<file path="src/rtl/mul_hilo_unit.sv">
`default_nettype none
// ============================================================================
//  Module      : mul_hilo_unit
//  Description : Unsigned sequential shift-add multiplier with HI/LO result
//                registers and a combinational MFHI/MFLO read port.
//                One product bit per clock: WIDTH iterations, then a FINISH
//                cycle that writes HI/LO and pulses done.
//  Ports       : clk     - clock, rising edge
//                reset   - asynchronous active-high reset
//                start   - one-cycle request, accepted only in IDLE
//                op      - function code (MULTU / MFHI / MFLO / others)
//                dataA   - multiplicand (unsigned), sampled at start
//                dataB   - multiplier (unsigned), sampled at start
//                busy    - high in RUN and FINISH
//                done    - one-cycle pulse when HI/LO are written
//                hi, lo  - current HI / LO registers
//                dataOut - hi for MFHI, lo for MFLO, else 0
//  Revision    : 1.0 - initial release
// ============================================================================
module mul_hilo_unit #(
    parameter int WIDTH = 32
) (
    input  logic             clk,
    input  logic             reset,
    input  logic             start,
    input  logic [5:0]       op,
    input  logic [WIDTH-1:0] dataA,
    input  logic [WIDTH-1:0] dataB,
    output logic             busy,
    output logic             done,
    output logic [WIDTH-1:0] hi,
    output logic [WIDTH-1:0] lo,
    output logic [WIDTH-1:0] dataOut
);

    localparam logic [5:0] c_OP_MULTU = 6'b011001;
    localparam logic [5:0] c_OP_MFHI  = 6'b010000;
    localparam logic [5:0] c_OP_MFLO  = 6'b010010;

    localparam int                 c_CNT_W = $clog2(WIDTH + 1);
    localparam logic [c_CNT_W-1:0] c_LAST  = c_CNT_W'(WIDTH - 1);

    typedef enum logic [1:0] {
        S_IDLE   = 2'd0,
        S_RUN    = 2'd1,
        S_FINISH = 2'd2
    } state_t;

    state_t               r_state;
    logic [WIDTH-1:0]     r_mcand;
    logic [2*WIDTH:0]     r_prod;   // {carry, upper, lower}
    logic [c_CNT_W-1:0]   r_count;
    logic                 r_busy;
    logic                 r_done;
    logic [WIDTH-1:0]     r_hi;
    logic [WIDTH-1:0]     r_lo;

    logic [WIDTH:0]       w_sum;
    logic [2*WIDTH:0]     w_prod_next;

    // The carry bit is always 0 here because every shift clears it, so
    // {carry, upper} is the zero-extended upper half; the WIDTH+1 bit sum
    // then keeps the carry-out of the add until the shift consumes it.
    always_comb begin
        w_sum = r_prod[2*WIDTH:WIDTH];
        if (r_prod[0]) begin
            w_sum = r_prod[2*WIDTH:WIDTH] + {1'b0, r_mcand};
        end
        w_prod_next = {1'b0, w_sum, r_prod[WIDTH-1:1]};
    end

    always_ff @(posedge clk or posedge reset) begin
        if (reset) begin
            r_state <= S_IDLE;
            r_mcand <= '0;
            r_prod  <= '0;
            r_count <= '0;
            r_busy  <= 1'b0;
            r_done  <= 1'b0;
            r_hi    <= '0;
            r_lo    <= '0;
        end else begin
            r_done <= 1'b0;
            case (r_state)
                S_IDLE: begin
                    if (start && (op == c_OP_MULTU)) begin
                        r_mcand <= dataA;
                        r_prod  <= {1'b0, {WIDTH{1'b0}}, dataB};
                        r_count <= '0;
                        r_busy  <= 1'b1;
                        r_state <= S_RUN;
                    end
                end
                S_RUN: begin
                    r_prod  <= w_prod_next;
                    r_count <= r_count + c_CNT_W'(1);
                    if (r_count == c_LAST) begin
                        r_state <= S_FINISH;
                    end
                end
                S_FINISH: begin
                    r_hi    <= r_prod[2*WIDTH-1:WIDTH];
                    r_lo    <= r_prod[WIDTH-1:0];
                    r_done  <= 1'b1;
                    r_busy  <= 1'b0;
                    r_state <= S_IDLE;
                end
                default: begin
                    r_busy  <= 1'b0;
                    r_state <= S_IDLE;
                end
            endcase
        end
    end

    always_comb begin
        dataOut = '0;
        case (op)
            c_OP_MFHI: dataOut = r_hi;
            c_OP_MFLO: dataOut = r_lo;
            default:   dataOut = '0;
        endcase
    end

    assign busy = r_busy;
    assign done = r_done;
    assign hi   = r_hi;
    assign lo   = r_lo;

endmodule
`default_nettype wire

</file>
<file path="config.mk">
export PLATFORM = sky130hd
export DESIGN_NAME = mul_hilo_unit
export DESIGN_NICKNAME = d
export VERILOG_FILES = /design/src/rtl/mul_hilo_unit.sv
export SDC_FILE = /design/constraint.sdc
export NUM_CORES = 1
export LEC_CHECK = 0
export ABC_CLOCK_PERIOD_IN_PS = 12500
export BUFFER_PORTS_ARGS = -buffer_cell sky130_fd_sc_hd__buf_2
export CORE_MARGIN = 2
export CORE_UTILIZATION = 45
export CTS_CLUSTER_DIAMETER = 60
export DETAILED_ROUTE_END_ITERATION = 8
export GPL_ROUTABILITY_DRIVEN = 1
export PLACE_DENSITY = 0.65
export SYNTH_ARGS = -nofsm -noshare
export SYNTH_HDL_FRONTEND = slang
export SYNTH_SLANG_ARGS = --single-unit
</file>
<file path="constraint.sdc">
create_clock -name clk -period 12.5 [get_ports clk]
set_input_delay 0 -clock clk [delete_from_list [all_inputs] [get_ports clk]]
set_output_delay 0 -clock clk [all_outputs]
set_load 0.02 [all_outputs]
</file>
## Word level (Yosys, flattened, before mapping)

Index checks and enable logic that the tools add are counted.

| cells by class | value |
|---|---|
| reduce and logical (&&, ||, !) cells | 7 |
| divide/modulo/power cells | 0 |
| $add $sub $neg | 2 |
| multiply operators | 0 |
| bitwise operators | 1 |
| mux-type cells | 12 |
| shift-type cells | 0 |
| magnitude comparators | 0 |
| eq/ne operators | 8 |

Operator list:

| operator | count |
|---|---|
| $pmux W65 S2 | 1 |
| $mux W65 | 1 |
| $pmux W32 S2 | 1 |
| $add A33 B32 Y33 | 1 |
| $mux W33 | 1 |
| $eq A6 B5 Y1 const B | 4 |
| $pmux W6 S2 | 1 |
| $reduce_and A2 Y1 | 4 |
| $add A6 B1 Y6 const B | 1 |
| $mux W6 | 1 |
| $mux W2 | 2 |
| $ne A2 B2 Y1 const B | 2 |
| $pmux W2 S2 | 1 |
| $eq A2 B1 Y1 const B | 1 |
| $eq A2 B2 Y1 const B | 1 |
| $logic_not A2 Y1 | 1 |
| $mux W1 | 2 |
| $pmux W1 S2 | 1 |
| $reduce_bool A2 Y1 | 1 |
| $logic_and A1 B1 Y1 | 1 |
| $not A1 Y1 | 1 |

| storage, ports and cells | value |
|---|---|
| latch bits | 0 |
| flip-flop bits (word level) | 171 |
| output and inout port bits | 98 |
| bits in writable memories | 0 |
| memory bits (read-only) | 0 |
| word-level logic and storage cells | 38 |
| memories | 0 |

## Depth between registers and ports, before layout

Gate-level depths: netlist of the first run.

| depth | value |
|---|---|
| depth in word-level cells | 4 |
| depth in mapped cells | 10 |

## Worst setup path before layout of the first run

No wires, ideal clock.

| timing | value |
|---|---|
| path type | register to register |
| start point | reg r_prod[32] |
| end point | reg r_prod[55] |
| buffers on the path | 0 |
| arrival | 2.202 ns |
| setup slack | 10.165 ns |
| cell stages (with the launch flop) | 11 |
| cell sequence | dfrtp_1 ha_1 fa_1 a21oi_1 nand4b_1 a21oi_2 nor4_1 nor2_1 o21ai_0 xor2_1 o21ai_0 |

| between the ends | value |
|---|---|
| word-level cells in the longest chain between the ends | 3 |

Ends and longest elaborated chain:

| item | line | RTL |
|---|---|---|
| from (decl) | 51 | `logic [2*WIDTH:0] r_prod;` |
| from (signal assigned) | 88 | `r_prod <= {1'b0, {WIDTH{1'b0}}, dataB};` |
| from (signal assigned) | 95 | `r_prod <= w_prod_next;` |
| $add A33 B32 Y33 | 67 | `w_sum = r_prod[2*WIDTH:WIDTH] + {1'b0, r_mcand};` |
| $mux W33 | 66 | `if (r_prod[0]) begin` |
| $pmux W65 S2 | 84 | `case (r_state)` |

Every way passes these cells.
A chain may end at the register's enable or synchronous reset.

## Worst setup path in the final report of the first run

| timing | value |
|---|---|
| start point | reg r_state[1] |
| end point | reg r_prod[61] |

| between the ends | value |
|---|---|
| word-level cells in the longest chain between the ends | 3 |
| elaborated cells on any way between the ends | 6 |
| classes of those cells | 2 x eq/ne; 1 x mux; 3 x reduce/logical |

Ends and longest elaborated chain:

| item | line | RTL |
|---|---|---|
| from (decl) | 49 | `state_t r_state;` |
| from (signal assigned) | 74 | `r_state <= S_IDLE;` |
| from (signal assigned) | 91 | `r_state <= S_RUN;` |
| from (signal assigned) | 98 | `r_state <= S_FINISH;` |
| $eq A2 B1 Y1 or $logic_not A2 Y1 (tied branches) | 84 |  |
| $reduce_bool A2 Y1 (no line) or $ne A2 B2 Y1 (tied branches) | n/a |  |
| $reduce_and A2 Y1 (no line) | n/a |  |

Several ways; a longest one is shown, not always the timed one.

==> results of run 1 <==
[worst reg2reg max path, delay by kind of cell (launching register included)]
kind / cells / cell delay [ps]
and+or+nand+nor: 4 / 720
AOI/OAI and AO/OA: 2 / 510
buffers and inverters: 2 / 950
DFF: 1 / 450
[layer usage]
metal / up-vias / part of all wire, % / global-route usage [%] / routed length [um]
li1: 3685 / - / - / -
met1: 3749 / 46 / 31.3 / 11000
met2: 216 / 48 / 39.0 / 11600
met3: 30 / 4.7 / 4.53 / 1150
met4: 0 / 1.6 / 6.34 / 393
met5: - / 0 / 0 / 0
[kinds of logic after synthesis]
family          Yosys count  synth area share [%]
compound gates          200                  14.5
xor+xnor                 24                  2.35
fa+ha+maj                34                  4.84
buf+inv                  60                  2.57
flops                   170                  47.5
mux                     105                  12.6
simple gates            325                  15.6
[registers in the layout, summed over array words and instances, names as in the netlist]
name	flops
r_prod	64
hi	32
lo	32
r_mcand	32
r_count	6
r_state	2
busy	1
done	1
[cell type report]
class,count,area [um2]
Fill cell,1732,8230
Multi-Input combinational cell,688,4500
Sequential cell,170,4250
Timing Repair Buffer,243,1560
Clock buffer,17,425
Tap cell,265,332
Clock inverter,15,133
Inverter,6,27.5
[what timing repair did]
item                                    in CTS  in global routing
hold buffers                                65                  0
endpoints found under the setup margin       0                  0
endpoints found under the hold margin      169                  0
[worst min-delay path by stage]
stage,from,end,slack (ps),cells after the start
6_report,dataA[24],r_mcand[24]$_DFFE_PP0P_,290,4
5_1_grt,dataA[21],r_mcand[21]$_DFFE_PP0P_,300,4
4_1_cts,dataA[8],r_mcand[8]$_DFFE_PP0P_,280,4
3_5_place_dp,dataA[8],r_mcand[8]$_DFFE_PP0P_,190,3
3_3_place_gp,dataA[3],r_mcand[3]$_DFFE_PP0P_,190,3
2_1_floorplan,dataA[0],r_mcand[0]$_DFFE_PP0P_,110,2
[where the power goes]
group	internal, mW	switching (mW)
Sequential	0.611	0.0654
Combinational	0.0955	0.126
Clock	0.262	0.243
Total	0.968	0.434
[synthesized netlist by cell type (4+ instances only)]
cell | number | share of area, %
nand2_1 | 194 | 8.1
dfrtp_1 | 170 | 48
mux2_2 | 64 | 8.1
nor2_1 | 58 | 2.4
o21ai_0 | 53 | 3.0
a22oi_1 | 42 | 3.5
mux2i_1 | 41 | 4.6
clkbuf_1 | 40 | 1.7
a21oi_1 | 37 | 2.1
ha_1 | 33 | 4.6
a21o_1 | 17 | 1.4
nand3_1 | 16 | 0.89
xnor2_1 | 13 | 1.3
a31oi_1 | 11 | 0.77
and3_1 | 11 | 0.77
xor2_1 | 11 | 1.1
buf_1 | 10 | 0.42
nand4_1 | 9 | 0.63
o211ai_1 | 7 | 0.59
a211oi_1 | 6 | 0.50
inv_1 | 6 | 0.25
nand2b_1 | 6 | 0.42
nor2b_1 | 6 | 0.42
a21oi_2 | 4 | 0.39
and2_1 | 4 | 0.28
buf_2 | 4 | 0.22
nor3_1 | 4 | 0.22
==> metrics.txt, run 1 <==
layout cells sized above 1=25.5%; Layout area overhead=25.4%; Critical Path Stages=8; Final Total Pwr=1.40 mW; H-tree levels=4; Worst Path Arrival=3050 ps; Sink Count=170; Initial DRT Pass Iterations=5; worst reg2reg startpoint=r_state[1]$_DFFE_PP0P_; Hold Path Class=in -> reg; clock latency on the worst-skew pair=440 ps; Die X=145 um; post-synth cell types=55; Core ar.=19500 um2; postcts setup bufs=0; Slew @ Worst Pin=1190 ps; Root Buffer=clkbuf_16; CP delay by family, top=buffers and inverters; Design Area, Final=11200 um2; Final Hold Slack=289 ps; final setup margin=9770 ps; CP Data Required Time=12820 ps; critical path endpoint category=flop; relative slew slack=21.0%; CP endpoint=r_prod[61]$_DFFE_PP0P_; # DRC=0; cells along the critical path=nand4b_1 -> nor4_2 -> buf_4 -> nor2_4 -> buf_4 -> a221oi_1 -> o41a_1 -> nand2_1; flop2flop setup slack=9770 ps; GRT Overall Usage=23.4%; count of final setup violators=0; RSZ-0062 raised after global routing=no; synthesized area per cell=9.75 um2; status=complete, no violations; Finished Layout Cells=1404; Pins Over Slew Limit=0; die height=145 um; EDFF count, synth=0; YS warnings=0; Layout Nets=1233; CP startpoint kind=flop; # IOs=171; initial antenna violation count=0; CTS clk-pin slew, worst paths=70 ps; Core Util, Final=57.7%; CP Class=reg -> reg; vias in the first global route=7564; routed wire length=24.2 mm; CTS tree=built; Resize count post-CTS=0; Synth Net Count=1025; routed vias=7680; number of placed instances, taps included=1307; Congestion Overflow GR=0; CP peak stage delay=610 ps; Gate Count Post-Synth=918; final setup TNS=0 ps; worst path bufs/invs=2; vias per cell=5.47; pin count of the biggest net entering global routing=107; Std-Cell Rows=51; starting density of the core=46.0%; Final Hold Viols=0; port bufs=170; most frequent cells in the layout=194 x nand2_1, 170 x dfrtp_1, 170 x buf_2; CTS buffer count=17; Max-Cap Viols=0; Yosys reg bits=170; Worst Reg-to-Reg Cells=8; LEAKAGE=5.62 nW; post-placement worst setup slack=9790 ps; die area=21000 um2; GP Congestion=0.890; DP Area=10000 um2; worst reg2reg endpoint=r_prod[61]$_DFFE_PP0P_; clock buffer depth=2; critical path peak fanout=66; pwr/cell area=125 nW/um2; Main synth FF type=dfrtp_1; # diodes=0; Tcrit/Tclk final=21.8%; commonest non-fill, non-tap cell in the layout=nand2_1; most used cell, CP=buf_4; final setup skew=6.88 ps; Max VDD drop=0.0000945 V; synthesized area=8950 um2; final antenna-violating net count=0; FFs w/ async S/R, synth=100%; min cycle time layout=2730 ps; number of DRC markers in iteration 0=512; fmax=366 MHz; Seq/Total Area, Yosys=47.5%; first-pass GRT wire length=39.6 mm; routed len/inst=17.2 um; worst setup path start=r_state[1]$_DFFE_PP0P_; slowest CP cell=buf_4; DP HPWL=16.1 mm
(Power assumes the default switching activity.)
==> run 2, diff against run 1 <==
--- a/config.mk
+++ b/config.mk
@@ -5,7 +5,7 @@
 export SDC_FILE = /design/constraint.sdc
 export NUM_CORES = 1
 export LEC_CHECK = 0
-export ABC_CLOCK_PERIOD_IN_PS = 12500
+export ABC_CLOCK_PERIOD_IN_PS = 2600
 export BUFFER_PORTS_ARGS = -buffer_cell sky130_fd_sc_hd__buf_2
 export CORE_MARGIN = 2
 export CORE_UTILIZATION = 45
==> constraint.sdc (replaced) <==
create_clock -name clk -period 2.6 [get_ports clk]
set_input_delay 0 -clock clk [delete_from_list [all_inputs] [get_ports clk]]
set_output_delay 0 -clock clk [all_outputs]
set_load 0.02 [all_outputs]
==> run 2 against run 1 <==
Power rose to 5.0 times the previous value. Non-clock buffer count increased by 23. Die area stayed put. Setup slack worse by 9700 ps. Count of clock-buffer cells in the layout rose by 3. Combinational power rose to 5.2 times the previous value. Register-to-register slack got worse by 9700 ps. Final cell count increased by 1.6%. Flip-flop and latch count unchanged. Sequential power grew to 4.8 times the previous value. Critical path type unchanged. Largest cell class unchanged.
==> metrics.txt, run 2 (synthesis gave the netlist of run 1 again) <==
status=complete, no violations; number of placed instances, taps included=1323 (+1.2%); GP Congestion=0.940 (+5.7%); Max-Cap Viols=0 (unchanged); met3 Use GR=3.90% (-0.63 points); CTS tree=built; final setup TNS=0 ps (unchanged); fmax=397 MHz (+8.4%); CTS clk-pin slew, worst paths=70 ps (about the same); Tcrit/Tclk final=96.9% (+75 points); worst reg2reg endpoint=r_prod[60]$_DFFE_PP0P_; worst reg2reg startpoint=r_prod[40]$_DFFE_PP0P_; Core Util, Final=59.6% (+1.9 points); DP HPWL=17.1 mm (+6.1%); Initial DRT Pass Iterations=5 (unchanged); Largest register FFs=64 (unchanged); # diodes=0 (unchanged); CP Data Required Time=2920 ps (-9900 ps); GR peak layer=met2; pwr/cell area=607 nW/um2 (+390%); first-pass GRT wire length=41.3 mm (+4.3%); Congestion Overflow GR=0 (unchanged); clock buffer depth=2 (unchanged); H-tree levels=4 (unchanged); Final Total Pwr=7.04 mW (+400%); Worst Path Arrival=2840 ps (-210 ps); final setup skew=11.1 ps (+4.18 ps); CTS buffer count=17 (unchanged); met2 usage=40.9% (+1.9 points); initial antenna violation count=0 (unchanged); Hold Path Class=in -> async; Std-Cell Rows=51 (unchanged); Max VDD drop=0.000469 V (+400%); GRT Overall Usage=24.2% (+0.81 points); layout cells sized above 1=28.8% (+3.3 points); Slew @ Worst Pin=1210 ps (+27.9 ps); number of DRC markers in iteration 0=421 (-18%); vias per cell=5.41 (-1.1%); Finished Layout Cells=1427 (+1.6%); GR met1 Demand/Resource=32.5% (+1.2 points); Layout area overhead=29.7%; die area=21000 um2 (unchanged); Root Buffer=clkbuf_16; Fillers=1660 (-4.2%); FF/Latch Area=4260 um2 (about the same); post-placement worst setup slack=28.8 ps (-9760 ps); final antenna-violating net count=0 (unchanged); routed vias=7721 (+0.53%); most frequent cells in the layout=194 x nand2_1, 170 x buf_2, 169 x dfrtp_1; critical path peak fanout=6 (-91%); area of the multi-input gates=4600 um2 (+2.3%); flop2flop setup slack=80 ps (-9690 ps); pin count of the biggest net entering global routing=49 (-54%); # IOs=171 (unchanged); critical path endpoint category=flop; commonest non-fill, non-tap cell in the layout=nand2_1; starting density of the core=46.0% (unchanged); CP Class=reg -> reg; relative slew slack=19.1% (-1.9 points); routed wire length=24.9 mm (+3.0%); # DRC=0 (unchanged); Sink Count=170 (unchanged); Biggest register=r_prod; clock latency on the worst-skew pair=430 ps (about the same); vias in the first global route=7675 (+1.5%); Pins Over Slew Limit=0 (unchanged); LEAKAGE=5.75 nW (+2.5%); final setup margin=79.9 ps (-9690 ps); Final Hold Viols=0 (unchanged); Core ar.=19500 um2 (unchanged); min cycle time layout=2520 ps (-211 ps); count of final setup violators=0 (unchanged); port bufs=170 (unchanged); Layout Nets=1256 (+1.9%); routed len/inst=17.4 um (+1.4%); CP startpoint kind=flop; die height=145 um (unchanged); Worst Reg-to-Reg Cells=8 (unchanged); RSZ-0062 raised after global routing=yes; Die X=145 um (unchanged)
-- run 2: repair_timing --
item,in CTS,in global routing
endpoints found under the setup margin,1,12
hold buffers,65,0
pin swaps,1,13
gates resized for setup,0,26
hold endpoints to repair,89,0
setup buffers,0,7
-- run 2: how the worst max path moves through the flow --
| stage | end | from | slack [ps] |
|---|---|---|---|
| 2_1_floorplan | r_prod[55]$_DFFE_PP0P_ | r_prod[32]$_DFFE_PP0P_ | 270 |
| 3_3_place_gp | r_prod[55]$_DFFE_PP0P_ | r_prod[32]$_DFFE_PP0P_ | 60 |
| 3_5_place_dp | r_prod[63]$_DFFE_PP0P_ | r_prod[32]$_DFFE_PP0P_ | 30 |
| 4_1_cts | r_prod[63]$_DFFE_PP0P_ | r_prod[32]$_DFFE_PP0P_ | 5 |
| 5_1_grt | r_prod[61]$_DFFE_PP0P_ | r_prod[32]$_DFFE_PP0P_ | -90 |
| 6_report | r_prod[60]$_DFFE_PP0P_ | r_prod[40]$_DFFE_PP0P_ | 80 |
-- run 2: metrics by stage --
step	area (um2)	hold slack (ps)
after detailed placement	10200	153
after CTS	11400	245
after floorplan	8950	105
final	11600	242
after global routing	11600	299
after global placement	10200	150
-- run 2: per-layer routing --
| metal | vias to the layer above | share of wire [%] |
|---|---|---|
| li1 | 3718 | - |
| met1 | 3754 | 45 |
| met2 | 213 | 48 |
| met3 | 36 | 4.7 |
| met4 | 0 | 1.9 |
| met5 | - | 0 |
-- run 2: worst max-delay path, stage by stage, from the launching register on --
cell      delay, ps
dfrtp_1         440
ha_2            410
and3_2          240
a31o_2          170
a211oi_2         50
or3_4           410
a211o_1         320
a21o_1          180
a31o_1          190
-- run 2: where the power goes --
part	switching, mW	leakage, nW	internal, mW
combinational	0.648	3.32	0.506
clock	1.10	0.299	1.56
sequential	0.297	2.14	2.94
-- run 2: layout make-up --
type / count / area share (%)
Multi-Input combinational cell: 688 / 39.6
Sequential cell: 170 / 36.7
Timing Repair Buffer: 266 / 15.4
Clock buffer: 20 / 3.85
Tap cell: 265 / 2.86
Clock inverter: 12 / 1.39
Inverter: 6 / 0.226
==> run 3, diff against run 2 <==
--- a/config.mk
+++ b/config.mk
@@ -5,14 +5,15 @@
 export SDC_FILE = /design/constraint.sdc
 export NUM_CORES = 1
 export LEC_CHECK = 0
+export ABC_AREA = 1
 export ABC_CLOCK_PERIOD_IN_PS = 2600
 export BUFFER_PORTS_ARGS = -buffer_cell sky130_fd_sc_hd__buf_2
 export CORE_MARGIN = 2
-export CORE_UTILIZATION = 45
+export CORE_UTILIZATION = 57
 export CTS_CLUSTER_DIAMETER = 60
 export DETAILED_ROUTE_END_ITERATION = 8
 export GPL_ROUTABILITY_DRIVEN = 1
-export PLACE_DENSITY = 0.65
+export PLACE_DENSITY = 0.79
 export SYNTH_ARGS = -nofsm -noshare
 export SYNTH_HDL_FRONTEND = slang
 export SYNTH_SLANG_ARGS = --single-unit
==> run 3 against run 2 <==
Combinational power rose by 9.6%. Final cell count increased by 23%. Area after synthesis grew 9.8%. Worst hold slack got worse by 110 ps.
==> metrics.txt, run 3 <==
vias per cell=5.37 (-0.81%); worst reg2reg endpoint=r_prod[59]$_DFFE_PP0P_; Seq/Total Area, Yosys=43.3% (-4.2 points); routed wire length=27.9 mm (+12%); layout cells sized above 1=16.9% (-12 points); Synth top area share=43.3% (-4.2 points); CTS tree=built; Fillers=1349 (-19%); simple logic cell fraction of the synthesized area=23.6% (+8.0 points); Largest register FFs=64 (unchanged); largest area contributor in the netlist=dfrtp_1; Hold Path Class=in -> reg; GR peak layer=met2; first-pass GRT wire length=44.3 mm (+7.2%); Hold EP=r_prod[16]$_DFFE_PP0P_; Max-Cap Viols=0 (unchanged); YS warnings=0 (unchanged); pin count of the biggest net entering global routing=71 (+45%); FFs w/ async S/R, synth=100% (unchanged); H-tree levels=4 (unchanged); final setup TNS=0 ps (unchanged); DP HPWL=19.4 mm (+13%); relative slew slack=43.2% (+24 points); # IOs=171 (unchanged); top cells by count, synth=388 x nand2_1, 233 x inv_1, 170 x dfrtp_1; Die X=135 um (-6.7%); critical path endpoint category=flop; Yosys reg bits=170 (unchanged); most frequent cells in the layout=388 x nand2_1, 232 x inv_1, 170 x dfrtp_1, 170 x buf_2, 93 x nor2_1; Synth Area in Adders=4.41% (-0.43 points); multiplexer share of the synthesized area=4.89% (-7.7 points); starting density of the core=57.6% (+12 points); CP Data Required Time=2920 ps (about the same); clock latency on the worst-skew pair=440 ps (about the same); Tcrit/Tclk final=84.6% (-12 points); Worst Path Arrival=2530 ps (-310 ps); Layout Nets=1623 (+29%); die height=135 um (-6.7%); most frequent cell after synthesis=nand2_1; Synth Net Count=1402 (+37%); LEAKAGE=6.70 nW (+16%); flop2flop setup slack=400 ps (+320 ps); critical path peak fanout=5 (-1); Max VDD drop=0.000491 V (+4.9%); number of placed instances, taps included=1657 (+25%); met3 Use GR=5.42% (+1.5 points); Layout area overhead=23.5%; count of final setup violators=0 (unchanged); GRT Overall Usage=31.0% (+6.8 points); EDFF count, synth=0 (unchanged); hold depth=5; clock buffer depth=2 (unchanged); pwr/cell area=568 nW/um2 (-6.3%); Synth area leaders=dfrtp_1 43%, nand2_1 15%, inv_1 8.9%; Synth Area in XOR/XNOR=1.07% (-1.3 points); Biggest register=r_prod; Hold Startpoint=op[2]; postcts setup bufs=0 (unchanged); final antenna-violating net count=0 (unchanged); main combinational cell family by area after synthesis=simple AND/OR/NAND/NOR gates; CP Class=reg -> reg; port bufs=170 (unchanged); status=complete, no violations; synthesized area=9830 um2 (+9.8%); GR met1 Demand/Resource=42.7% (+10 points); Gate Count Post-Synth=1295 (+41%); routed len/inst=15.9 um (-8.7%); vias in the first global route=8859 (+15%); CTS buffer count=17 (unchanged); Initial DRT Pass Iterations=6 (+1); final setup skew=9.91 ps (-1.14 ps); number of DRC markers in iteration 0=849 (+100%); commonest non-fill, non-tap cell in the layout=nand2_1; Main synth FF type=dfrtp_1; # DRC=0 (unchanged); CTS clk-pin slew, worst paths=70 ps (about the same); worst reg2reg startpoint=r_prod[32]$_DFFE_PP0P_; RSZ-0062 raised after global routing=no; CP startpoint kind=flop; die area=18300 um2 (-13%); Pins Over Slew Limit=0 (unchanged); # diodes=0 (unchanged); Worst Reg-to-Reg Cells=12 (+4); Sink Count=170 (unchanged); Slew @ Worst Pin=850 ps (-363 ps); Final Hold Viols=0 (unchanged); fmax=454 MHz (+15%); Congestion Overflow GR=0 (unchanged); GP Congestion=0.991 (+5.4%); met2 usage=50.4% (+9.5 points); post-synth cell types=35 (-36%); synthesized area per cell=7.59 um2 (-22%); Core ar.=17100 um2 (-12%); Finished Layout Cells=1753 (+23%); # hold bufs at CTS=65 (unchanged); Final Hold Slack=130 ps (-112 ps); post-synthesis compound-gate area fraction=11.5% (-3.0 points); routed vias=9408 (+22%); Resize count post-CTS=0 (unchanged); min cycle time layout=2200 ps (-319 ps); initial antenna violation count=0 (unchanged); Root Buffer=clkbuf_16; Std-Cell Rows=48 (-5.9%)
run 3: layout make-up:
cell class              count  area (um2)  share of cell area [%]
multi-input cells         841        4470                    36.8
flip-flops and latches    170        4250                    35.1
repair buffers            250        1660                    13.7
inverters                 236         890                    7.33
clock buffers              18         429                    3.54
well taps                 225         282                    2.32
clock inverters            13         145                    1.20
run 3: worst max-delay path by stage:
stage	startpoint	end	slack (ps)	depth (start not counted)
floorplan	reset	busy$_DFFE_PP0P_	430	1
global placement	r_prod[32]$_DFFE_PP0P_	r_prod[59]$_DFFE_PP0P_	480	12
detailed placement	r_prod[32]$_DFFE_PP0P_	r_prod[59]$_DFFE_PP0P_	450	12
CTS	r_mcand[0]$_DFFE_PP0P_	r_prod[59]$_DFFE_PP0P_	430	12
global route	r_mcand[0]$_DFFE_PP0P_	r_prod[59]$_DFFE_PP0P_	180	12
finish	r_prod[32]$_DFFE_PP0P_	r_prod[59]$_DFFE_PP0P_	400	12
run 3: metal layers:
layer / vias to the layer above / wire (um)
li1: 4556 / -
met1: 4342 / 11900
met2: 461 / 13000
met3: 49 / 2450
met4: 0 / 544
met5: - / 0
run 3: power by group:
part	internal, mW	leakage, nW	switching, mW	total (mW)
clock	1.34	0.265	1.14	2.48
combinational	0.518	4.32	0.745	1.26
sequential	2.90	2.11	0.251	3.15
total	4.76	6.70	2.14	6.90
run 3: cells by family (layout without fill, tap and decap cells):
group | Yosys count | count (layout)
AND/OR/NAND/NOR | 571 | 571
buffers and inverters | 284 | 517
AO/OA/AOI/OAI | 192 | 192
flip-flops | 170 | 170
adder cells (fa/ha/maj) | 34 | 34
multiplexers | 32 | 32
XOR/XNOR | 12 | 12
run 3: critical path: stages (launching register included):
cell     delay, ps
dfrtp_1        400
ha_1           260
fa_1           450
nand3_1        110
nand3_1        130
nand3_1        100
nand3_1        170
nand2_1        160
nand2_1         70
nand2_1         60
nand3_1         60
nand2_1         80
nand2_1         40
run 3: through the flow:
stage | power, mW | worst slack (ps) | util [%] | area [um2]
finish | 6.90 | 399 | 71.1 | 12100
CTS | 6.90 | 428 | 71.1 | 12100
floorplan | 3.98 | 431 | - | 9830
detailed placement | 4.36 | 449 | 64.0 | 10900
global placement | 4.32 | 485 | 64.0 | 10900
global route | 7.20 | 176 | 71.1 | 12100
